===== config.mk =====
export PLATFORM = sky130hd
export DESIGN_NAME = spi_cfg_tx
export DESIGN_NICKNAME = d
export VERILOG_FILES = /design/src/rtl/spi_cfg_tx_pkg.sv /design/src/rtl/spi_cfg_tx.sv
export SDC_FILE = /design/constraint.sdc
export NUM_CORES = 1
export LEC_CHECK = 0
export ABC_AREA = 0
export CORE_MARGIN = 4
export CORE_UTILIZATION = 51
export CTS_CLUSTER_DIAMETER = 100
export DETAILED_ROUTE_END_ITERATION = 16
export HOLD_SLACK_MARGIN = 0.05
export PLACE_DENSITY = 0.79
export SLEW_MARGIN = 20
export SYNTH_ARGS = -nofsm -noshare
export SYNTH_HDL_FRONTEND = slang
export SYNTH_SLANG_ARGS = --single-unit

===== constraint.sdc =====
create_clock -name clk -period 2.5 [get_ports clk]
set_input_delay 0.25 -clock clk [delete_from_list [all_inputs] [get_ports clk]]
set_output_delay 0.25 -clock clk [all_outputs]
set_load 0.02 [all_outputs]

===== src/rtl/spi_cfg_tx_pkg.sv =====
// Shared frame layout and FSM states for the 60-bit config shift link (transmitter and receiver).
package spi_cfg_tx_pkg;

  localparam int FRAME_W = 60;

  localparam int ADSR_W       = 8;
  localparam int OSC_W        = 12;
  localparam int FILT_W       = 8;
  localparam int ADSR_AI_OFS  = 0;
  localparam int ADSR_DI_OFS  = 8;
  localparam int ADSR_S_OFS   = 16;
  localparam int ADSR_RI_OFS  = 24;
  localparam int OSC_OFS      = 32;
  localparam int FILT_A_OFS   = 44;
  localparam int FILT_B_OFS   = 52;

  // Declaration order places filter_b at the MSB end so the struct matches the offsets above.
  typedef struct packed {
    logic [FILT_W-1:0] filter_b;
    logic [FILT_W-1:0] filter_a;
    logic [OSC_W-1:0]  osc_count;
    logic [ADSR_W-1:0] adsr_ri;
    logic [ADSR_W-1:0] adsr_s;
    logic [ADSR_W-1:0] adsr_di;
    logic [ADSR_W-1:0] adsr_ai;
  } cfg_frame_t;

  typedef enum logic [1:0] {
    ST_IDLE  = 2'd0,
    ST_SHIFT = 2'd1,
    ST_GAP   = 2'd2
  } state_t;

  function automatic cfg_frame_t pack_cfg(
    input logic [ADSR_W-1:0] ai,
    input logic [ADSR_W-1:0] di,
    input logic [ADSR_W-1:0] s,
    input logic [ADSR_W-1:0] ri,
    input logic [OSC_W-1:0]  osc,
    input logic [FILT_W-1:0] fa,
    input logic [FILT_W-1:0] fb
  );
    cfg_frame_t f;
    f.filter_b  = fb;
    f.filter_a  = fa;
    f.osc_count = osc;
    f.adsr_ri   = ri;
    f.adsr_s    = s;
    f.adsr_di   = di;
    f.adsr_ai   = ai;
    return f;
  endfunction

endpackage


===== src/rtl/spi_cfg_tx.sv =====
// Config link initiator: packs one parameter set and shifts it out MSB first on nss/mosi; SPI_CFG_TX_AUTOLOAD_EN sends DEFAULT_CFG after reset.
// Latency: nss low and first bit on mosi right after the handshake edge, frame is exactly 60 cycles, done one cycle after the last bit.
// Backpressure: cfg_ready only in IDLE; no accept during a frame or the GAP_CYCLES gap, no skid buffer.
module spi_cfg_tx
  import spi_cfg_tx_pkg::*;
#(
  parameter int unsigned        GAP_CYCLES  = 2,
  parameter logic [FRAME_W-1:0] DEFAULT_CFG = '0
) (
  input  logic              clk,
  input  logic              arst,
  input  logic              cfg_valid,
  output logic              cfg_ready,
  input  logic [ADSR_W-1:0] adsr_ai,
  input  logic [ADSR_W-1:0] adsr_di,
  input  logic [ADSR_W-1:0] adsr_s,
  input  logic [ADSR_W-1:0] adsr_ri,
  input  logic [OSC_W-1:0]  osc_count,
  input  logic [FILT_W-1:0] filter_a,
  input  logic [FILT_W-1:0] filter_b,
  output logic              nss,
  output logic              mosi,
  output logic              busy,
  output logic              done
);

`ifdef SPI_CFG_TX_AUTOLOAD_EN
  localparam logic PEND_RST = 1'b1;
`else
  localparam logic PEND_RST = 1'b0;
`endif

  localparam logic [3:0] GAP_LOAD = 4'(GAP_CYCLES - 1);
  localparam logic [5:0] BIT_LOAD = 6'(FRAME_W - 1);

  state_t             state_q, state_d;
  logic [FRAME_W-1:0] sr_q, sr_d;
  logic [5:0]         bit_q, bit_d;
  logic [3:0]         gap_q, gap_d;
  logic               pend_q, pend_d;
  logic               nss_d, mosi_d, busy_d, ready_d, done_d;
  cfg_frame_t         frame_in;

  assign frame_in = pack_cfg(adsr_ai, adsr_di, adsr_s, adsr_ri, osc_count, filter_a, filter_b);

  always_ff @(posedge clk or posedge arst) begin
    if (arst) begin
      state_q   <= ST_IDLE;
      sr_q      <= '0;
      bit_q     <= '0;
      gap_q     <= '0;
      pend_q    <= PEND_RST;
      nss       <= 1'b1;
      mosi      <= 1'b0;
      busy      <= 1'b0;
      cfg_ready <= ~PEND_RST;
      done      <= 1'b0;
    end else begin
      state_q   <= state_d;
      sr_q      <= sr_d;
      bit_q     <= bit_d;
      gap_q     <= gap_d;
      pend_q    <= pend_d;
      nss       <= nss_d;
      mosi      <= mosi_d;
      busy      <= busy_d;
      cfg_ready <= ready_d;
      done      <= done_d;
    end
  end

  always_comb begin
    state_d = state_q;
    sr_d    = sr_q;
    bit_d   = bit_q;
    gap_d   = gap_q;
    pend_d  = pend_q;
    done_d  = 1'b0;

    unique case (state_q)
      ST_IDLE: begin
        // A pending autoload frame takes priority over (and blocks) any handshake.
        if (pend_q) begin
          sr_d    = DEFAULT_CFG;
          bit_d   = BIT_LOAD;
          pend_d  = 1'b0;
          state_d = ST_SHIFT;
        end else if (cfg_valid && cfg_ready) begin
          sr_d    = frame_in;
          bit_d   = BIT_LOAD;
          state_d = ST_SHIFT;
        end
      end
      ST_SHIFT: begin
        sr_d = {sr_q[FRAME_W-2:0], 1'b0};
        if (bit_q == 6'd0) begin
          state_d = ST_GAP;
          gap_d   = GAP_LOAD;
          done_d  = 1'b1;
        end else begin
          bit_d = bit_q - 6'd1;
        end
      end
      ST_GAP: begin
        if (gap_q == 4'd0) begin
          state_d = ST_IDLE;
        end else begin
          gap_d = gap_q - 4'd1;
        end
      end
      default: state_d = ST_IDLE;
    endcase

    // Outputs are decoded from next state so every port comes straight from a flop.
    nss_d   = (state_d != ST_SHIFT);
    mosi_d  = (state_d == ST_SHIFT) ? sr_d[FRAME_W-1] : 1'b0;
    busy_d  = (state_d != ST_IDLE);
    ready_d = (state_d == ST_IDLE) && !pend_d;
  end

endmodule

[Word-level counts from Yosys, hierarchy flattened]
Index checks and enable logic that the tools add are counted.
Operators by class
  add/subtract/negate cells: 2
  equal/unequal tests: 8
  reductions and logical operators: 13
  multiplexer cells: 19
Operators by type and width (number)
  60-bit two-way mux: 2
  60-bit case mux with 2 select lines: 1
  6-bit two-way mux: 3
  6-bit case mux with 2 select lines: 1
  2-bit two-way mux: 4
  4-bit two-way mux: 2
  4-bit case mux with 2 select lines: 1
  6-bit logical NOT: 1
  2-bit inequality test, second input constant: 3
  2-bit case mux with 3 select lines: 1
  3-bit AND reduction: 2
  2-bit nonzero test: 3
  6-bit by 1-bit subtractor with 6-bit output, second input constant: 1
  2-bit by 1-bit equality test with 1-bit output, second input constant: 2
  2-bit logical NOT: 2
  4-bit logical NOT: 1
  1-bit two-way mux: 4
  4-bit by 1-bit subtractor with 4-bit output, second input constant: 1
  3-bit inequality test, second input constant: 1
  2-bit equality test, second input constant: 1
  1-bit logical AND: 2
  2-bit by 1-bit inequality test with 1-bit output, second input constant: 1
  2-bit AND reduction: 1
  1-bit logical NOT: 1
Word-level totals
  input port bits: 63
  word-level logic and storage cells: 53
  flip-flop bits (word level): 78

[Longest topological paths before layout]
  depth after elaboration: 6
  depth in mapped cells: 8
  depth with buffers taken out: 7

[Least setup slack after synthesis]
OpenSTA, ideal clock, no wires.
  path kind: flip-flop to flip-flop
  from: register bit_q[0]
  to: register gap_q[1]
  clock period less this slack: 2.066 ns
  arrival: 1.941 ns
  buffers on the path: 1
  slack: 0.434 ns
  setup time: 0.125 ns
  data required time: 2.375 ns
  cell stages (with the launch flop): 9
  cell sequence: dfrtp_1 inv_1 ha_1 or3b_4 or4_4 clkinv_2 buf_6 nor2_4 mux2_4
On the way
  cells in the longest elaborated chain, start to end: 3
RTL lines
  start, declared: line spi_cfg_tx.sv:38  | logic [5:0] bit_q, bit_d;
  start signal, assigned: line spi_cfg_tx.sv:61  | bit_q <= bit_d;
  6-bit logical NOT: line spi_cfg_tx.sv:96  | if (bit_q == 6'd0) begin
  2-bit inequality test (no line)
  3-bit AND reduction (no line)
  end signal, assigned: line spi_cfg_tx.sv:62  | gap_q <= gap_d;
  end, declared: line spi_cfg_tx.sv:39  | logic [3:0] gap_q, gap_d;
No other way between the ends.
A chain may end at the register's enable or synchronous reset.

[Final worst setup path]
Same ends and word-level chain as after synthesis.

==> summary.md <==
| Metric | Value |
|---|---|
| Clock root buffer | sky130_fd_sc_hd__clkbuf_8 |
| CTS clock-pin slew for the worst setup and hold paths | 80 ps |
| Reg2Reg Depth | 7 |
| Total leakage power | 2.306 nW |
| Clock tree from TritonCTS | yes |
| Wire length per cell after detailed routing | 16.10 um |
| Worst clock skew | 11.16 ps |
| Final worst path period share | 85.60% |
| Launching point of the worst reg2reg path | bit_q[0]$_DFFE_PP0P_ |
| Worst-case headroom to the max-slew limit | 64.60% |
| Pwr/cell area | 1028 nW/um^2 |
| Post-DP Area | 4078 um^2 |
| Slew Viols, Final | 0 |
| Overall overflow remaining after global route | 0 |
| Number of clock sinks seen by CTS | 78 |
| Number of antenna violations at the first check in global routing | 0 |
| Clock period minus worst slack | 2140 ps |
| Initial cell density of the core | 52.30% |
| Multi-input combinational cell area | 1010 um^2 |
| Hold-fix buffers, CTS | 0 |
| Post-detailed-route count of antenna-violating nets | 0 |
| Number of hold violations in the final report | 0 |
| Die height | 88.47 um |
| Max Cap Viol | 0 |
| Post-Synthesis Net Count | 354 |
| Average cell area after synthesis | 11.46 um^2 |
| Detailed-route DRC error count | 0 |
| Maximum vdd ir drop | 0.5206 mV |
| Number of buffers added on ports | 67 |
| Critical register-to-register path endpoint | gap_q[1]$_DFFE_PP0P_ |
| Synth warn | 0 |
| Antenna diode instance count | 0 |
| Proportion of synthesized chip area in sequential cells | 59.19% |
| Vias in the first global route | 2,512 |
| Pwr Total | 0.004469 W |
| Critical Path Sink | gap_q[1]$_DFFE_PP0P_ |
| Highest Clock Rate | 0.4673 GHz |
| Worst min-delay path class | input port to async pin |
| Startpoint of the most critical setup path | bit_q[0]$_DFFE_PP0P_ |
| Post-layout net count | 418 |
| Detailed placement HPWL | 4701 um |
| Arrival time worst endpoint | 2370 ps |
| H-tree depth | 3 |
| Core Box Area | 6314 um^2 |
| Aggregate global-route resource usage | 19.04% |
| Leading cell type in the layout, fill and taps excluded | sky130_fd_sc_hd__dfrtp_1 |
| Req. time, crit path | 2730 ps |
| Number of buffers created by CTS | 9 |
| CP Launch Type | flop |
| Maximum number of pins on one net before global-route repair | 52 |
| Die extent in x | 88.47 um |
| Commonest non-fill, non-tap cells in the layout | sky130_fd_sc_hd__dfrtp_1 (76), sky130_fd_sc_hd__inv_1 (67), sky130_fd_sc_hd__clkdlybuf4s50_1 (67) |
| Global-route wire length before repair | 11,410 um |
| Number of buffers on the longest clock path | 2 |
| CTS resizes | 0 |
| Number of cells produced by synthesis | 288 |
| Via count normalized by instance count | 5.901 |
| Worst Setup End Kind | flop |
| Relative area change from synthesis to final layout | 31.68% |
| Final design instance area without fill | 4348 um^2 |
| IO Pins | 68 |
| Synthesized cell area | 3302 um^2 |
| Number of vias after detailed routing | 2,561 |
| Fill cell total of the finished layout | 497 |
| First-pass detailed-route iteration total | 6 |
| Area of the die | 7826 um^2 |
| Final GP Congestion | 0.8120 |
| Area taken by flip-flops and latches | 1954 um^2 |
| Synth cell types | 35 |
| Share of final-layout standard cells stronger than drive strength 1 | 10.36% |
| FF-to-FF setup slack | 360 ps |
| Number of endpoints failing setup at the final stage | 0 |
| Source-to-sink clock delay at the later pin of the worst-skew pair | 350 ps |
| Synthesis-stage register bit count | 78 |
| Detailed router's first-iteration violation count | 366 |
| Number of setup buffers added after CTS | 0 |
| Unrepaired setup endpoints after global routing | no |
| Routed WL | 6989 um |
| Setup TNS | 0 ps |
| Max FO, Critical Path | 13 |
| FP Rows | 29 |
| Worst Tran Pin Value | 530.4 ps |
| Classification of the worst setup path | flop to flop |
| Result of the run | complete, no violations |
area by class of cell:
| cell class | count | area share, % |
|---|---|---|
| repair buffers | 75 | 17.38 |
| clock buffers | 10 | 3.165 |
| well taps | 77 | 2.216 |
| multi-input cells | 119 | 23.22 |
| flip-flops and latches | 78 | 44.95 |
| inverters | 69 | 6.014 |
| clock inverters | 6 | 3.050 |
worst min-delay path by stage:
stage	to	slack, ps
after global routing	bit_q[3]$_DFFE_PP0P_	290
after floorplan	sr_q[10]$_DFFE_PP0P_	380
final	bit_q[3]$_DFFE_PP0P_	250
after global placement	sr_q[14]$_DFFE_PP0P_	470
after CTS	sr_q[18]$_DFFE_PP0P_	260
after detailed placement	sr_q[23]$_DFFE_PP0P_	480
state kept, by name, summed over array words and instances, names as in the netlist:
register   flops
cfg_ready      1
sr_q          60
done           1
nss            1
bit_q          6
state_q        2
busy           1
gap_q          4
mosi           1
pend_q         1
cell families (layout without fill, tap and decap cells):
| group | after synthesis | in the layout | share of synthesized area [%] |
|---|---|---|---|
| buffers and inverters | 91 | 160 | 10.69 |
| DFF | 78 | 78 | 59.19 |
| and+or+nand+nor | 36 | 36 | 6.442 |
| muxes | 1 | 1 | 0.4546 |
| AOI/OAI and AO/OA | 79 | 79 | 22.09 |
| adders and majority gates | 3 | 3 | 1.137 |
through the flow:
step / instances / setup WS, ps / hold slack [ps] / utilization (%)
2_1_floorplan: 288 / 258.3 / 375.3 / -
3_3_place_gp: 418 / 431.0 / 472.4 / 64.59
3_5_place_dp: 418 / 381.0 / 479.7 / 64.59
4_1_cts: 434 / 361.2 / 255.8 / 68.87
5_1_grt: 434 / 257.4 / 285.8 / 68.87
6_report: 434 / 359.9 / 248.6 / 68.87
where the power goes:
part | switching [W] | internal [W]
logic | 0.000657 | 0.000632
registers | 0.000265 | 0.00168
clock network | 0.000445 | 0.000789
synthesized netlist by cell type:
master,instances,area [um^2]
sky130_fd_sc_hd__a211o_1,2,17.52
sky130_fd_sc_hd__a21boi_0,2,15.01
sky130_fd_sc_hd__a21o_1,2,15.01
sky130_fd_sc_hd__a21oi_1,6,30.03
sky130_fd_sc_hd__a222oi_1,58,580.6
sky130_fd_sc_hd__a22o_1,1,8.760
sky130_fd_sc_hd__a31oi_1,1,6.260
sky130_fd_sc_hd__a31oi_4,1,21.27
sky130_fd_sc_hd__and2_1,1,6.260
sky130_fd_sc_hd__and3_1,1,6.260
sky130_fd_sc_hd__buf_2,2,10.01
sky130_fd_sc_hd__buf_6,1,11.26
sky130_fd_sc_hd__clkbuf_1,19,71.32
sky130_fd_sc_hd__clkinv_2,1,5.000
sky130_fd_sc_hd__dfrtp_1,76,1902
sky130_fd_sc_hd__dfstp_2,2,52.55
sky130_fd_sc_hd__ha_1,3,37.54
sky130_fd_sc_hd__inv_1,68,255.2
sky130_fd_sc_hd__mux2_4,1,15.01
sky130_fd_sc_hd__nand2_1,6,22.52
sky130_fd_sc_hd__nand2b_1,2,12.51
sky130_fd_sc_hd__nand3_1,3,15.01
sky130_fd_sc_hd__nand4_1,2,12.51
sky130_fd_sc_hd__nor2_1,3,11.26
sky130_fd_sc_hd__nor2_4,1,11.26
sky130_fd_sc_hd__nor2b_1,3,18.77
sky130_fd_sc_hd__nor3_1,4,20.02
sky130_fd_sc_hd__nor4_1,3,18.77
sky130_fd_sc_hd__o21ai_0,4,20.02
sky130_fd_sc_hd__o31ai_1,2,15.01
sky130_fd_sc_hd__or2_2,1,6.260
sky130_fd_sc_hd__or3_1,1,6.260
sky130_fd_sc_hd__or3b_4,1,11.26
sky130_fd_sc_hd__or4_1,3,22.52
sky130_fd_sc_hd__or4_4,1,11.26
worst max-delay path, cell delays in order, from the launching register on:
cell,delay (ps)
sky130_fd_sc_hd__dfrtp_1,380
sky130_fd_sc_hd__inv_1,90
sky130_fd_sc_hd__ha_1,170
sky130_fd_sc_hd__or3b_4,390
sky130_fd_sc_hd__or4_4,460
sky130_fd_sc_hd__clkinv_2,170
sky130_fd_sc_hd__nor2_4,60
sky130_fd_sc_hd__mux2_4,300
metal layers:
metal  wire length [um]  vias to the layer above  track usage [%]
met4                122                        0            9.341
met5                  0                        -                0
met3                496                       11            3.724
met2               3490                      100            31.61
li1                   -                     1207                -
met1               2881                     1243            23.93
(Power assumes the default switching activity.)
